[src/rtl/core_wb_pkg.sv]
// Shared encodings for the write-back stage: result-select ops, FSM states and
// the load alignment / classification helpers.
package core_wb_pkg;

   typedef enum logic [2:0] {
      SX_BP  = 3'd0,
      SX_UB  = 3'd1,
      SX_B   = 3'd2,
      SX_H   = 3'd3,
      SX_UH  = 3'd4,
      SX_IMM = 3'd5,
      SX_PC  = 3'd6
   } sx_op_t;

   typedef enum logic {
      ST_IDLE     = 1'b0,
      ST_WAIT_ACK = 1'b1
   } wb_state_t;

   function automatic logic is_load_op(input logic [2:0] op);
      return (op == SX_BP) || (op == SX_UB) || (op == SX_B) ||
             (op == SX_H)  || (op == SX_UH);
   endfunction

   // BP is word-granular even on a 64-bit datapath, so only the low two offset bits matter.
   function automatic logic misaligned(input logic [2:0] op, input logic [1:0] lo);
      return (((op == SX_H) || (op == SX_UH)) && lo[0]) ||
             ((op == SX_BP) && (lo != 2'b00));
   endfunction

endpackage

[src/rtl/core_wb_if.sv]
// MEM-stage to write-back bundle; master is the MEM side, slave is the write-back unit.
interface core_wb_if #(
   parameter int XLEN = 32,
   parameter int RA_W = 5
);
   localparam int OFF_W = $clog2(XLEN / 8);

   logic              wb_valid_in;
   logic [XLEN-1:0]   wb_alu_result_in;
   logic [XLEN-1:0]   wb_mem_data_in;
   logic [XLEN-1:0]   wb_pc_4_in;
   logic [XLEN-1:0]   wb_sx_imm_in;
   logic [2:0]        wb_sx_op_in;
   logic              wb_mux_in;
   logic [OFF_W-1:0]  wb_addr_lo_in;
   logic [RA_W-1:0]   wb_rd_in;
   logic              wb_we_in;
   logic              wb_ack_from_l1d_in;
   logic              wb_we_reg_file_out;
   logic [RA_W-1:0]   wb_rd_out;
   logic [XLEN-1:0]   wb_data_out;
   logic              wb_stall_out;
   logic              wb_err_out;
   logic              wb_fwd_valid_out;
   logic [RA_W-1:0]   wb_fwd_rd_out;

   modport master (
      output wb_valid_in, wb_alu_result_in, wb_mem_data_in, wb_pc_4_in, wb_sx_imm_in,
             wb_sx_op_in, wb_mux_in, wb_addr_lo_in, wb_rd_in, wb_we_in, wb_ack_from_l1d_in,
      input  wb_we_reg_file_out, wb_rd_out, wb_data_out, wb_stall_out, wb_err_out,
             wb_fwd_valid_out, wb_fwd_rd_out
   );

   modport slave (
      input  wb_valid_in, wb_alu_result_in, wb_mem_data_in, wb_pc_4_in, wb_sx_imm_in,
             wb_sx_op_in, wb_mux_in, wb_addr_lo_in, wb_rd_in, wb_we_in, wb_ack_from_l1d_in,
      output wb_we_reg_file_out, wb_rd_out, wb_data_out, wb_stall_out, wb_err_out,
             wb_fwd_valid_out, wb_fwd_rd_out
   );
endinterface

[src/rtl/core_wb_extract.sv]
// Load-lane extraction: picks the byte/half/word addressed by the offset and
// sign- or zero-extends it to XLEN.
module core_wb_extract
   import core_wb_pkg::*;
#(
   parameter int XLEN = 32
) (
   input  logic [XLEN-1:0]             mem_data,
   input  logic [2:0]                  sx_op,
   input  logic [$clog2(XLEN/8)-1:0]   addr_lo,
   output logic [XLEN-1:0]             data
);
   localparam int OFF_W = $clog2(XLEN / 8);
   localparam int NB    = XLEN / 8;
   localparam int NH    = XLEN / 16;

   logic [7:0]      byte_lanes [NB];
   logic [15:0]     half_lanes [NH];
   logic [7:0]      sel_byte;
   logic [15:0]     sel_half;
   logic [XLEN-1:0] word_ext;

   for (genvar gi = 0; gi < NB; gi++) begin : g_byte
      assign byte_lanes[gi] = mem_data[gi*8 +: 8];
   end
   for (genvar gi = 0; gi < NH; gi++) begin : g_half
      assign half_lanes[gi] = mem_data[gi*16 +: 16];
   end

   assign sel_byte = byte_lanes[addr_lo];
   assign sel_half = half_lanes[addr_lo[OFF_W-1:1]];

   // On a 64-bit datapath BP is a 32-bit word load, sign-extended like LW.
   if (XLEN == 64) begin : g_word64
      logic [31:0] word;
      assign word     = addr_lo[2] ? mem_data[63:32] : mem_data[31:0];
      assign word_ext = {{(XLEN-32){word[31]}}, word};
   end else begin : g_word32
      assign word_ext = mem_data;
   end

   always_comb begin
      data = word_ext;
      case (sx_op)
         SX_B:    data = {{(XLEN-8){sel_byte[7]}}, sel_byte};
         SX_UB:   data = {{(XLEN-8){1'b0}}, sel_byte};
         SX_H:    data = {{(XLEN-16){sel_half[15]}}, sel_half};
         SX_UH:   data = {{(XLEN-16){1'b0}}, sel_half};
         default: data = word_ext;
      endcase
   end

endmodule

[src/rtl/core_wb_unit.sv]
// Write-back stage: result select, registered regfile write, and a load-wait
// FSM that stalls upstream until the L1D ack arrives or times out.
module core_wb_unit
   import core_wb_pkg::*;
#(
   parameter int XLEN      = 32,
   parameter int RA_W      = 5,
   parameter int TMO_W     = 8,
   parameter int BYPASS_EN = 1
) (
   input  logic     clk,
   input  logic     rst,
   core_wb_if.slave wb
);
   localparam int OFF_W = $clog2(XLEN / 8);
   localparam logic [TMO_W-1:0] TMO_LAST = TMO_W'((2 ** TMO_W) - 2);

   wb_state_t         state_reg;
   logic [TMO_W-1:0]  tmo_cnt_reg;
   logic [RA_W-1:0]   pend_rd_reg;
   logic [2:0]        pend_op_reg;
   logic [OFF_W-1:0]  pend_lo_reg;
   logic              pend_we_reg;
   logic              we_reg;
   logic [RA_W-1:0]   rd_reg;
   logic [XLEN-1:0]   data_reg;
   logic              err_reg;

   logic              ack;
   logic              load_now;
   logic              tmo_hit;
   logic [2:0]        ext_op;
   logic [OFF_W-1:0]  ext_lo;
   logic [XLEN-1:0]   ext_data;
   logic              misal;
   logic [XLEN-1:0]   nonload_data;

   assign ack      = wb.wb_ack_from_l1d_in;
   assign load_now = wb.wb_valid_in & ~wb.wb_mux_in & is_load_op(wb.wb_sx_op_in);
   assign tmo_hit  = (state_reg == ST_WAIT_ACK) & ~ack & (tmo_cnt_reg == TMO_LAST);

   // One extractor serves both the same-cycle-ack path and the pending load.
   assign ext_op = (state_reg == ST_WAIT_ACK) ? pend_op_reg : wb.wb_sx_op_in;
   assign ext_lo = (state_reg == ST_WAIT_ACK) ? pend_lo_reg : wb.wb_addr_lo_in;
   assign misal  = misaligned(ext_op, ext_lo[1:0]);

   core_wb_extract #(.XLEN(XLEN)) u_extract (
      .mem_data (wb.wb_mem_data_in),
      .sx_op    (ext_op),
      .addr_lo  (ext_lo),
      .data     (ext_data)
   );

   always_comb begin
      nonload_data = wb.wb_alu_result_in;
      case (wb.wb_sx_op_in)
         SX_IMM:  nonload_data = wb.wb_sx_imm_in;
         SX_PC:   nonload_data = wb.wb_pc_4_in;
         default: nonload_data = wb.wb_alu_result_in;
      endcase
   end

   // While waiting, upstream is holding the pending load itself; dropping the stall retires it.
   assign wb.wb_stall_out = ~rst & ((state_reg == ST_IDLE) ? (load_now & ~ack)
                                                           : (~ack & ~tmo_hit));

   always_ff @(posedge clk) begin
      if (rst) begin
         state_reg   <= ST_IDLE;
         tmo_cnt_reg <= '0;
         pend_rd_reg <= '0;
         pend_op_reg <= '0;
         pend_lo_reg <= '0;
         pend_we_reg <= 1'b0;
         we_reg      <= 1'b0;
         rd_reg      <= '0;
         data_reg    <= '0;
         err_reg     <= 1'b0;
      end else begin
         we_reg  <= 1'b0;
         err_reg <= 1'b0;
         case (state_reg)
            ST_IDLE: begin
               if (wb.wb_valid_in && !load_now) begin
                  we_reg   <= wb.wb_we_in & (|wb.wb_rd_in);
                  rd_reg   <= wb.wb_rd_in;
                  data_reg <= nonload_data;
               end else if (load_now && ack) begin
                  we_reg   <= wb.wb_we_in & (|wb.wb_rd_in) & ~misal;
                  err_reg  <= misal;
                  rd_reg   <= wb.wb_rd_in;
                  data_reg <= ext_data;
               end else if (load_now) begin
                  pend_rd_reg <= wb.wb_rd_in;
                  pend_op_reg <= wb.wb_sx_op_in;
                  pend_lo_reg <= wb.wb_addr_lo_in;
                  pend_we_reg <= wb.wb_we_in;
                  tmo_cnt_reg <= '0;
                  state_reg   <= ST_WAIT_ACK;
               end
            end
            ST_WAIT_ACK: begin
               if (ack) begin
                  we_reg    <= pend_we_reg & (|pend_rd_reg) & ~misal;
                  err_reg   <= misal;
                  rd_reg    <= pend_rd_reg;
                  data_reg  <= ext_data;
                  state_reg <= ST_IDLE;
               end else if (tmo_hit) begin
                  err_reg     <= 1'b1;
                  tmo_cnt_reg <= '0;
                  state_reg   <= ST_IDLE;
               end else begin
                  tmo_cnt_reg <= tmo_cnt_reg + 1'b1;
               end
            end
            default: state_reg <= ST_IDLE;
         endcase
      end
   end

   assign wb.wb_we_reg_file_out = we_reg;
   assign wb.wb_rd_out          = rd_reg;
   assign wb.wb_data_out        = data_reg;
   assign wb.wb_err_out         = err_reg;

   if (BYPASS_EN != 0) begin : g_fwd
      assign wb.wb_fwd_valid_out = we_reg;
      assign wb.wb_fwd_rd_out    = rd_reg;
   end else begin : g_no_fwd
      assign wb.wb_fwd_valid_out = 1'b0;
      assign wb.wb_fwd_rd_out    = '0;
   end

endmodule
[src/flat_wrapper.sv]
// flat-port wrapper written by rule: the top's interface ports become plain ports
module core_wb_unit_flat import core_wb_pkg::*;
#(
   parameter int XLEN      = 32,
   parameter int RA_W      = 5,
   parameter int TMO_W     = 8,
   parameter int BYPASS_EN = 1
)
  (clk, rst, wb_wb_valid_in, wb_wb_alu_result_in, wb_wb_mem_data_in, wb_wb_pc_4_in, wb_wb_sx_imm_in, wb_wb_sx_op_in, wb_wb_mux_in, wb_wb_addr_lo_in, wb_wb_rd_in, wb_wb_we_in, wb_wb_ack_from_l1d_in, wb_wb_we_reg_file_out, wb_wb_rd_out, wb_wb_data_out, wb_wb_stall_out, wb_wb_err_out, wb_wb_fwd_valid_out, wb_wb_fwd_rd_out);
  core_wb_if #(.XLEN(XLEN), .RA_W(RA_W)) wb_i ();
  input  logic clk;
  input  logic rst;
  input wire logic [$bits(wb_i.wb_valid_in)-1:0] wb_wb_valid_in;
  input wire logic [$bits(wb_i.wb_alu_result_in)-1:0] wb_wb_alu_result_in;
  input wire logic [$bits(wb_i.wb_mem_data_in)-1:0] wb_wb_mem_data_in;
  input wire logic [$bits(wb_i.wb_pc_4_in)-1:0] wb_wb_pc_4_in;
  input wire logic [$bits(wb_i.wb_sx_imm_in)-1:0] wb_wb_sx_imm_in;
  input wire logic [$bits(wb_i.wb_sx_op_in)-1:0] wb_wb_sx_op_in;
  input wire logic [$bits(wb_i.wb_mux_in)-1:0] wb_wb_mux_in;
  input wire logic [$bits(wb_i.wb_addr_lo_in)-1:0] wb_wb_addr_lo_in;
  input wire logic [$bits(wb_i.wb_rd_in)-1:0] wb_wb_rd_in;
  input wire logic [$bits(wb_i.wb_we_in)-1:0] wb_wb_we_in;
  input wire logic [$bits(wb_i.wb_ack_from_l1d_in)-1:0] wb_wb_ack_from_l1d_in;
  output wire logic [$bits(wb_i.wb_we_reg_file_out)-1:0] wb_wb_we_reg_file_out;
  output wire logic [$bits(wb_i.wb_rd_out)-1:0] wb_wb_rd_out;
  output wire logic [$bits(wb_i.wb_data_out)-1:0] wb_wb_data_out;
  output wire logic [$bits(wb_i.wb_stall_out)-1:0] wb_wb_stall_out;
  output wire logic [$bits(wb_i.wb_err_out)-1:0] wb_wb_err_out;
  output wire logic [$bits(wb_i.wb_fwd_valid_out)-1:0] wb_wb_fwd_valid_out;
  output wire logic [$bits(wb_i.wb_fwd_rd_out)-1:0] wb_wb_fwd_rd_out;
  assign wb_i.wb_valid_in = wb_wb_valid_in;
  assign wb_i.wb_alu_result_in = wb_wb_alu_result_in;
  assign wb_i.wb_mem_data_in = wb_wb_mem_data_in;
  assign wb_i.wb_pc_4_in = wb_wb_pc_4_in;
  assign wb_i.wb_sx_imm_in = wb_wb_sx_imm_in;
  assign wb_i.wb_sx_op_in = wb_wb_sx_op_in;
  assign wb_i.wb_mux_in = wb_wb_mux_in;
  assign wb_i.wb_addr_lo_in = wb_wb_addr_lo_in;
  assign wb_i.wb_rd_in = wb_wb_rd_in;
  assign wb_i.wb_we_in = wb_wb_we_in;
  assign wb_i.wb_ack_from_l1d_in = wb_wb_ack_from_l1d_in;
  assign wb_wb_we_reg_file_out = wb_i.wb_we_reg_file_out;
  assign wb_wb_rd_out = wb_i.wb_rd_out;
  assign wb_wb_data_out = wb_i.wb_data_out;
  assign wb_wb_stall_out = wb_i.wb_stall_out;
  assign wb_wb_err_out = wb_i.wb_err_out;
  assign wb_wb_fwd_valid_out = wb_i.wb_fwd_valid_out;
  assign wb_wb_fwd_rd_out = wb_i.wb_fwd_rd_out;
  core_wb_unit #(.XLEN(XLEN), .RA_W(RA_W), .TMO_W(TMO_W), .BYPASS_EN(BYPASS_EN)) u_core (.clk(clk), .rst(rst), .wb(wb_i));
endmodule
[config.mk]
export PLATFORM = sky130hd
export DESIGN_NAME = core_wb_unit_flat
export DESIGN_NICKNAME = d
export VERILOG_FILES = /design/src/rtl/core_wb_pkg.sv /design/src/rtl/core_wb_if.sv /design/src/rtl/core_wb_extract.sv /design/src/rtl/core_wb_unit.sv /design/src/flat_wrapper.sv
export SDC_FILE = /design/constraint.sdc
export NUM_CORES = 1
export LEC_CHECK = 0
export CAP_MARGIN = 30
export CORE_MARGIN = 10
export CORE_UTILIZATION = 42
export CTS_BUF_LIST = sky130_fd_sc_hd__clkbuf_16
export CTS_CLUSTER_SIZE = 14
export DETAILED_ROUTE_END_ITERATION = 16
export PLACE_DENSITY = 0.88
export SKIP_LAST_GASP = 1
export SYNTH_ARGS = -nofsm -noshare
export SYNTH_HDL_FRONTEND = slang
export SYNTH_HIERARCHICAL = 1
export SYNTH_SLANG_ARGS = --single-unit
[constraint.sdc]
create_clock -name clk -period 2.99 [get_ports clk]
set_input_delay 0.598 -clock clk [delete_from_list [all_inputs] [get_ports clk]]
set_output_delay 0.598 -clock clk [all_outputs]
set_load 0.02 [all_outputs]
==> results of run 1 <==
-- power by group --
part	total [mW]	switching (mW)	internal (mW)
combinational	0.806	0.376	0.429
sequential	0.867	0.0320	0.835
clock	0.991	0.358	0.633
total	2.66	0.766	1.90
-- final timing paths --
path                            start                        end  slack [ns]  depth (start not counted)
min          u_core/wb.wb_data_out[7]   u_core/wb.wb_data_out[7]        0.48                          1
max reg2reg          u_core/state_reg  u_core/wb.wb_data_out[14]        0.29                          6
min reg2reg  u_core/wb.wb_data_out[7]   u_core/wb.wb_data_out[7]        0.48                          1
max                 wb_wb_sx_op_in[1]  u_core/wb.wb_data_out[14]        0.20                          8
-- stage by stage --
step | power (mW) | TNS, ns
after global placement | 1.66 | -1.07
after CTS | 2.67 | 0
after detailed placement | 1.68 | -3.16
after floorplan | 1.28 | 0
after global routing | 2.77 | 0
final | 2.66 | 0
-- layout make-up --
cell class                      instances  area [µm²]  share of cell area (%)
Multi-Input combinational cell        364        2620                    40.7
Timing Repair Buffer                  219        2140                    33.3
Sequential cell                        59        1180                    18.4
Clock buffer                            9         225                    3.50
Tap cell                              133         166                    2.59
Clock inverter                          7        60.1                   0.933
Inverter                               11        41.3                   0.642
-- worst max-delay path, stage by stage --
cell and delay, ns:
clkdlybuf4s50_1 0.54, mux2i_1 0.28, inv_1 0.15, nor2b_1 0.18, a221oi_4 0.45, a211oi_1 0.14
a221o_1 0.33, a221o_1 0.33
-- synthesized netlist by cell type (8+ instances only) --
cell	number	area, µm²
a21o_1	19	143
a21oi_1	47	235
a221o_1	41	410
a22oi_1	32	240
buf_2	20	100
buf_4	8	60.1
buf_6	8	90.1
clkbuf_1	10	37.5
dfxtp_1	59	1180
inv_1	11	41.3
mux2i_1	39	390
nand2_1	24	90.1
nand3_1	39	195
nor2_1	20	75.1
o21a_1	10	75.1
o21ai_0	17	85.1
-- what timing repair did --
action | CTS | global route
resized for setup | 1 | 1
setup endpoints to repair | 1 | 22
hold endpoints to repair | 0 | 0
-- routing by layer --
metal  vias up  global-route usage (%)  part of all wire [%]
met1      2243                    27.1                    41
met5         -                       0                     0
li1       2250                       -                     -
met2       244                    38.1                    50
met3        18                    5.15                   8.1
met4         0                    5.57                   1.4
-- cells by family (layout without fill, tap and decap cells) --
kind of cell	count (synthesis)	after routing	share of synthesized area [%]
AND/OR/NAND/NOR	108	108	13.1
multiplexers	44	44	11.3
adder cells (fa/ha/maj)	3	3	0.851
XOR/XNOR	3	3	0.638
flip-flops	59	59	28.7
AO/OA/AOI/OAI	206	206	37.3
buffers and inverters	59	246	8.17
==> impl_metrics.ini, run 1 <==
[run_status]
status = finished, final reports clean

[global_routing]
grt_pass1_wl_um = 25900
track_usage_pct = 22.1
grt_pass1_vias = 4857
antenna_found_initial = 0
grt_max_degree = 33
gr-total-overflow = 0

[yosys]
async_reset_ff_share_pct = 0
synth_edf_count = 0
synthCells = 482
synth_area_um2 = 4120
synth_ff_type = dfxtp_1
synth_warnings = 6
ys_types = 56
ys_seq_elements = 59
synth_nets = 628
ys_seq_area_share_pct = 28.7
synth_area_per_cell_um2 = 8.54

[floorplan]
row_count = 36
fp.dieH_um = 119
start_util_pct = 42.7
core_um2 = 9640
ios = 190
die_x_um = 119
die_area_um2 = 14200

[setup_path]
cp-start-kind = primary input
cp.arrival_ns = 3.00
crit_fanout = 8
required_ns = 3.21
cp-end-kind = flop
path_class = primary input to flop

[detailed_routing]
antenna_left = 0
via_count = 4755
drtIter0Drc = 390
dr.pass1.iters = 5
wl_per_cell_um = 20.5
vias_per_cell = 5.93
drc_errors = 0
routed_wl_um = 16400

[placed_design]
io_buffers = 189
gp_congestion = 0.892
placed_area_um2 = 6140
pre_cts_ws_ns = -0.173
dp.cells = 786
dp.final_hpwl_um = 12800

[clock_network]
clockBufferDepth = 2
cts_max_level = 3
hold_buffers = 0
cts_tree = built
clkSinkCount = 59
clk_pin_slew_ns = 0.05
cts_root_buf = clkbuf_16
clk_latency_ns = 0.33
numCtsBuffers = 9
cts_setup_buffers = 0

[cells_and_area]
syn_to_final_growth_pct = 56.3
final_cell_mix = 188 x clkdlybuf4s50_1, 59 x dfxtp_1, 47 x a21oi_1, 41 x a221o_1
final_common_cell = clkdlybuf4s50_1
fin_nets = 810
diodes = 0
drive_gt1_share_pct = 8.67
largest_register_ffs = 32
final_core_util_pct = 66.8
stdcell_count = 802
final_area_um2 = 6440
nFillCells = 829

[timing]
fin_crit_sh_pct = 93.2
setup_ws_ns = 0.203
finalSetupViolCount = 0
drv_slew = 0
rsz0062_at_grt = no
hold_violations = 0
fin_hold_ws_ns = 0.479
slew_headroom_pct = 49.8
finalCriticalPeriod_ns = 2.79
skew_ns = 0.00699
max_freq_mhz = 359
tightest_slew_ns = 0.753

[worst_hold_path]
min_path_type = flop to flop

[power_and_ir_drop]
power.density_nw_per_um2 = 414
peakVddDrop_mv = 0.280
power.leakage_nw = 2.57

[run]
cap_violations = 0
(Power assumes the default switching activity.)
==> inputs of run 2 (changes only) <==
--- a/config.mk
+++ b/config.mk
@@ -13,6 +13,7 @@
 export DETAILED_ROUTE_END_ITERATION = 16
 export PLACE_DENSITY = 0.88
 export SKIP_LAST_GASP = 1
+export SLEW_MARGIN = 20
 export SYNTH_ARGS = -nofsm -noshare
 export SYNTH_HDL_FRONTEND = slang
 export SYNTH_HIERARCHICAL = 1
==> run 2 against run 1 <==
First-iteration DRC count down 3.6%. Global-route usage unchanged. Combinational power about the same. Critical endpoint unchanged. Largest power group unchanged. Highest routed layer unchanged.
==> impl_metrics.ini, run 2 (same netlist as run 1, synthesis figures left out) <==
[run_status]
status = finished, final reports clean

[global_routing]
grt_pass1_vias = 4857
antenna_found_initial = 0
met3_usage_pct = 5.15
grt_pass1_wl_um = 25900
track_usage_pct = 22.1
busiest_layer = met2
grt_max_degree = 33
gr-total-overflow = 0
grt_use_met2_pct = 38.1
use_met1_pct = 27.1

[clock_network]
hold_buffers = 0
cts_setup_buffers = 0
clockBufferDepth = 2
clkSinkCount = 59
numCtsBuffers = 9
cts_max_level = 3
cts_tree = built
clk_latency_ns = 0.33
clk_pin_slew_ns = 0.05
cts_root_buf = clkbuf_16

[setup_path]
critical-path-max-stage-delay_ns = 0.55
cp_common_cell = a221o_1
cp-end-kind = flop
required_ns = 3.21
cp.arrival_ns = 3.00
path_class = primary input to flop
cp_slowest_cell = clkdlybuf4s50_1
cp_cell_sequence = clkdlybuf4s50_1 -> mux2i_1 -> inv_1 -> nor2b_1 -> a221oi_4 -> a211oi_1 -> a221o_1 -> a221o_1
crit_fanout = 8
cp-start-kind = primary input

[cells_and_area]
final_common_cell = clkdlybuf4s50_1
diodes = 0
largest_register_ffs = 32
final_area_um2 = 6440
multiInputGateArea_um2 = 2610
seqCellArea_um2 = 1180
fin_nets = 811
nFillCells = 831
drive_gt1_share_pct = 8.81
final_cell_mix = 188 x clkdlybuf4s50_1, 59 x dfxtp_1, 47 x a21oi_1, 41 x a221o_1
syn_to_final_growth_pct = 56.3

[power_and_ir_drop]
power.leakage_nw = 2.58
peakVddDrop_mv = 0.280
power.density_nw_per_um2 = 414

[detailed_routing]
via_count = 4763
vias_per_cell = 5.93
routed_wl_um = 16400
antenna_left = 0
dr.pass1.iters = 6
drtIter0Drc = 376
drc_errors = 0
wl_per_cell_um = 20.4

[floorplan]
core_um2 = 9640
start_util_pct = 42.7
die_x_um = 119
row_count = 36
die_area_um2 = 14200
fp.dieH_um = 119
ios = 190

[timing]
rsz0062_at_grt = no
tightest_slew_ns = 0.757
fin_crit_sh_pct = 93.1
max_freq_mhz = 359
finalSetupViolCount = 0
finalCriticalPeriod_ns = 2.78
drv_slew = 0
hold_violations = 0
slew_headroom_pct = 49.5
skew_ns = 0.00735
fin_hold_ws_ns = 0.484

[placed_design]
placed_area_um2 = 6140
gp_congestion = 0.892
dp.final_hpwl_um = 12800
io_buffers = 189

[run]
cap_violations = 0

[worst_hold_path]
min_path_type = flop to flop
## run 2: cell count changes in the layout (fill, tap and decap cells not counted), sizes merged
cell and change:
buf +1
## run 2: layout make-up
type,instances,share of cell area (%)
Clock buffer,9,3.50
Clock inverter,7,0.933
Inverter,11,0.642
Multi-Input combinational cell,364,40.6
Sequential cell,59,18.4
Tap cell,133,2.59
Timing Repair Buffer,220,33.4
## run 2: worst paths after layout
kind / from / end / slack, ns / cells after the start
max: wb_wb_sx_op_in[1] / u_core/wb.wb_data_out[14] / 0.21 / 8
min: u_core/wb.wb_data_out[7] / u_core/wb.wb_data_out[7] / 0.48 / 1
max reg2reg: u_core/state_reg / u_core/wb.wb_data_out[14] / 0.29 / 6
min reg2reg: u_core/wb.wb_data_out[7] / u_core/wb.wb_data_out[7] / 0.48 / 1
## run 2: per-layer routing
| metal | vias to the layer above | routed length [µm] |
|---|---|---|
| met3 | 15 | 1200 |
| met4 | 0 | 235 |
| met5 | - | 0 |
| met2 | 229 | 8170 |
| li1 | 2254 | - |
| met1 | 2265 | 6820 |
## run 2: report_power, final
group	internal, mW	switching (mW)	total, mW
clock	0.633	0.357	0.990
sequential	0.835	0.0317	0.867
combinational	0.432	0.375	0.807
total	1.90	0.764	2.66
## run 2: per-stage QoR
step                setup WS, ns  setup TNS (ns)  power [mW]  util, %  cells
CTS                        0.150               0        2.67     66.7    802
global placement         -0.0693           -1.07        1.66     63.7    786
detailed placement        -0.173           -3.16        1.68     63.7    786
floorplan                  0.599               0        1.28        -    482
finish                     0.206               0        2.66     66.8    803
global route              0.0290               0        2.77     66.8    803
## run 2: worst max-delay path, delay by kind of cell
kind	cells	cell delay (ns)
mux	1	0.28
compound gates	4	1.25
simple gates	1	0.18
buf+inv	2	0.70
## run 2: timing repair
action	CTS	global route
hold endpoints to repair	0	0
endpoints found under the setup margin	1	0
resized for setup	1	0
==> inputs of run 3 (changes only) <==
--- a/config.mk
+++ b/config.mk
@@ -6,6 +6,7 @@
 export NUM_CORES = 1
 export LEC_CHECK = 0
 export CAP_MARGIN = 30
+export CORE_ASPECT_RATIO = 0.8
 export CORE_MARGIN = 10
 export CORE_UTILIZATION = 42
 export CTS_BUF_LIST = sky130_fd_sc_hd__clkbuf_16
==> run 3 against run 2 <==
Routed wire length grew 1.5%. Sequential power hardly changed. Non-clock buffer count decreased by 7. Worst hold slack worse by 0.0011 ns. Largest cell class unchanged. Fmax down 1.5%. Clock skew is 0.0022 ns lower. First-iteration DRC count increased by 40%. Register-to-register slack improved by 0.10 ns. Critical path depth unchanged. Highest routed layer unchanged. Cell count fell by 2.6%. Clock power grew 11%. Via count is 2.2% higher.
==> impl_metrics.ini, run 3 (same netlist as run 1, synthesis figures left out) <==
[detailed_routing]
via_count = 4869
routed_wl_um = 16700
drtIter0Drc = 525
dr.pass1.iters = 5
vias_per_cell = 6.23
drc_errors = 0
antenna_left = 0
wl_per_cell_um = 21.3

[setup_path]
rr_endpoint = u_core/wb.wb_data_out[8]
cp_slowest_cell = clkdlybuf4s50_1
cp_cell_sequence = clkdlybuf4s50_1 -> mux2i_1 -> inv_1 -> nor2b_1 -> a221oi_4 -> a211oi_1 -> a221o_1 -> a221o_1
crit_fanout = 8
reg2reg_setup_slack_ns = 0.39
startpoint = wb_wb_sx_op_in[1]
cp_common_cell = a221o_1
critical-path-max-stage-delay_ns = 0.54
cp-start-kind = primary input
rr_worst_depth = 6
required_ns = 3.20
path_class = primary input to flop
cp-end-kind = flop
worstReg2RegStart = u_core/state_reg
cp.arrival_ns = 3.03

[global_routing]
grt_max_degree = 34
track_usage_pct = 22.4
grt_pass1_vias = 4662
antenna_found_initial = 0
grt_pass1_wl_um = 25600
gr-total-overflow = 0

[clock_network]
numCtsBuffers = 9
cts_root_buf = clkbuf_16
clk_pin_slew_ns = 0.05
clockBufferDepth = 2
hold_buffers = 0
cts_setup_buffers = 0
clkSinkCount = 59
cts_max_level = 3
cts.repair.resized = 1
cts_tree = built
clk_latency_ns = 0.33

[placed_design]
pre_cts_ws_ns = -0.118
dp.final_hpwl_um = 12900
gp_congestion = 0.932
placed_area_um2 = 6090
io_buffers = 189

[worst_hold_path]
whs_path_depth = 1
min_path_type = flop to flop
whs_endpoint = u_core/wb.wb_data_out[6]
min-delay-start = u_core/wb.wb_data_out[6]

[timing]
hold_violations = 0
drv_slew = 0
slew_headroom_pct = 47.6
max_freq_mhz = 354
rsz0062_at_grt = no
fin_crit_sh_pct = 94.5
setup_ws_ns = 0.164
finalSetupViolCount = 0
tightest_slew_ns = 0.785
tns_ns = 0
finalCriticalPeriod_ns = 2.83
skew_ns = 0.00516

[run_status]
status = finished, final reports clean

[cells_and_area]
syn_to_final_growth_pct = 55.6
drive_gt1_share_pct = 7.99
diodes = 0
nFillCells = 781
final_cell_mix = 188 x clkdlybuf4s50_1, 59 x dfxtp_1, 47 x a21oi_1, 41 x a221o_1
largest_register_ffs = 32
final_common_cell = clkdlybuf4s50_1
final_area_um2 = 6410
fin_nets = 804

[floorplan]
row_count = 32
start_util_pct = 42.9
die_x_um = 131
ios = 190
fp.dieH_um = 109
die_area_um2 = 14200
core_um2 = 9610

[power_and_ir_drop]
power.leakage_nw = 2.55
peakVddDrop_mv = 0.254
power.density_nw_per_um2 = 433

[run]
cap_violations = 0
run 3: worst max path at each step:
stage                                 to  cells past startpoint
2_1_floorplan  u_core/wb.wb_data_out[10]                      6
3_3_place_gp    u_core/wb.wb_data_out[8]                      8
3_5_place_dp    u_core/wb.wb_data_out[8]                      8
4_1_cts         u_core/wb.wb_data_out[8]                      8
5_1_grt         u_core/wb.wb_data_out[9]                      8
6_report        u_core/wb.wb_data_out[8]                      8
run 3: power by group:
group | total [mW] | internal (mW) | switching [mW]
Sequential | 0.867 | 0.835 | 0.0325
Combinational | 0.811 | 0.429 | 0.382
Clock | 1.10 | 0.725 | 0.373
run 3: final cells by class:
cell class / count / area (µm²) / share of cell area (%)
clock inverter: 7 / 92.6 / 1.45
clock buffer: 9 / 225 / 3.51
timing repair buffer: 213 / 2110 / 32.9
sequential: 59 / 1180 / 18.4
tap: 119 / 149 / 2.32
inverter: 11 / 41.3 / 0.644
multi-input combinational: 364 / 2610 / 40.7
run 3: worst max-delay path: cells and delay by family:
family	cells	cell delay [ns]
compound gates	4	1.25
buf+inv	2	0.69
mux	1	0.28
simple gates	1	0.20
run 3: metal layers:
metal | routed length [µm] | vias to the layer above | GRT usage (%)
met4 | 372 | 0 | 6.97
met5 | 0 | - | 0
met1 | 7030 | 2321 | 29.1
li1 | - | 2241 | -
met3 | 1570 | 36 | 5.63
met2 | 7680 | 271 | 35.7
run 3: through the flow:
| step | instances | power [mW] | utilization [%] | hold slack, ns |
|---|---|---|---|---|
| CTS | 782 | 2.78 | 66.7 | 0.486 |
| detailed placement | 766 | 1.68 | 63.4 | 0.470 |
| floorplan | 482 | 1.28 | - | 0.454 |
| global route | 782 | 2.88 | 66.7 | 0.505 |
| finish | 782 | 2.78 | 66.7 | 0.483 |
| global placement | 766 | 1.66 | 63.4 | 0.467 |
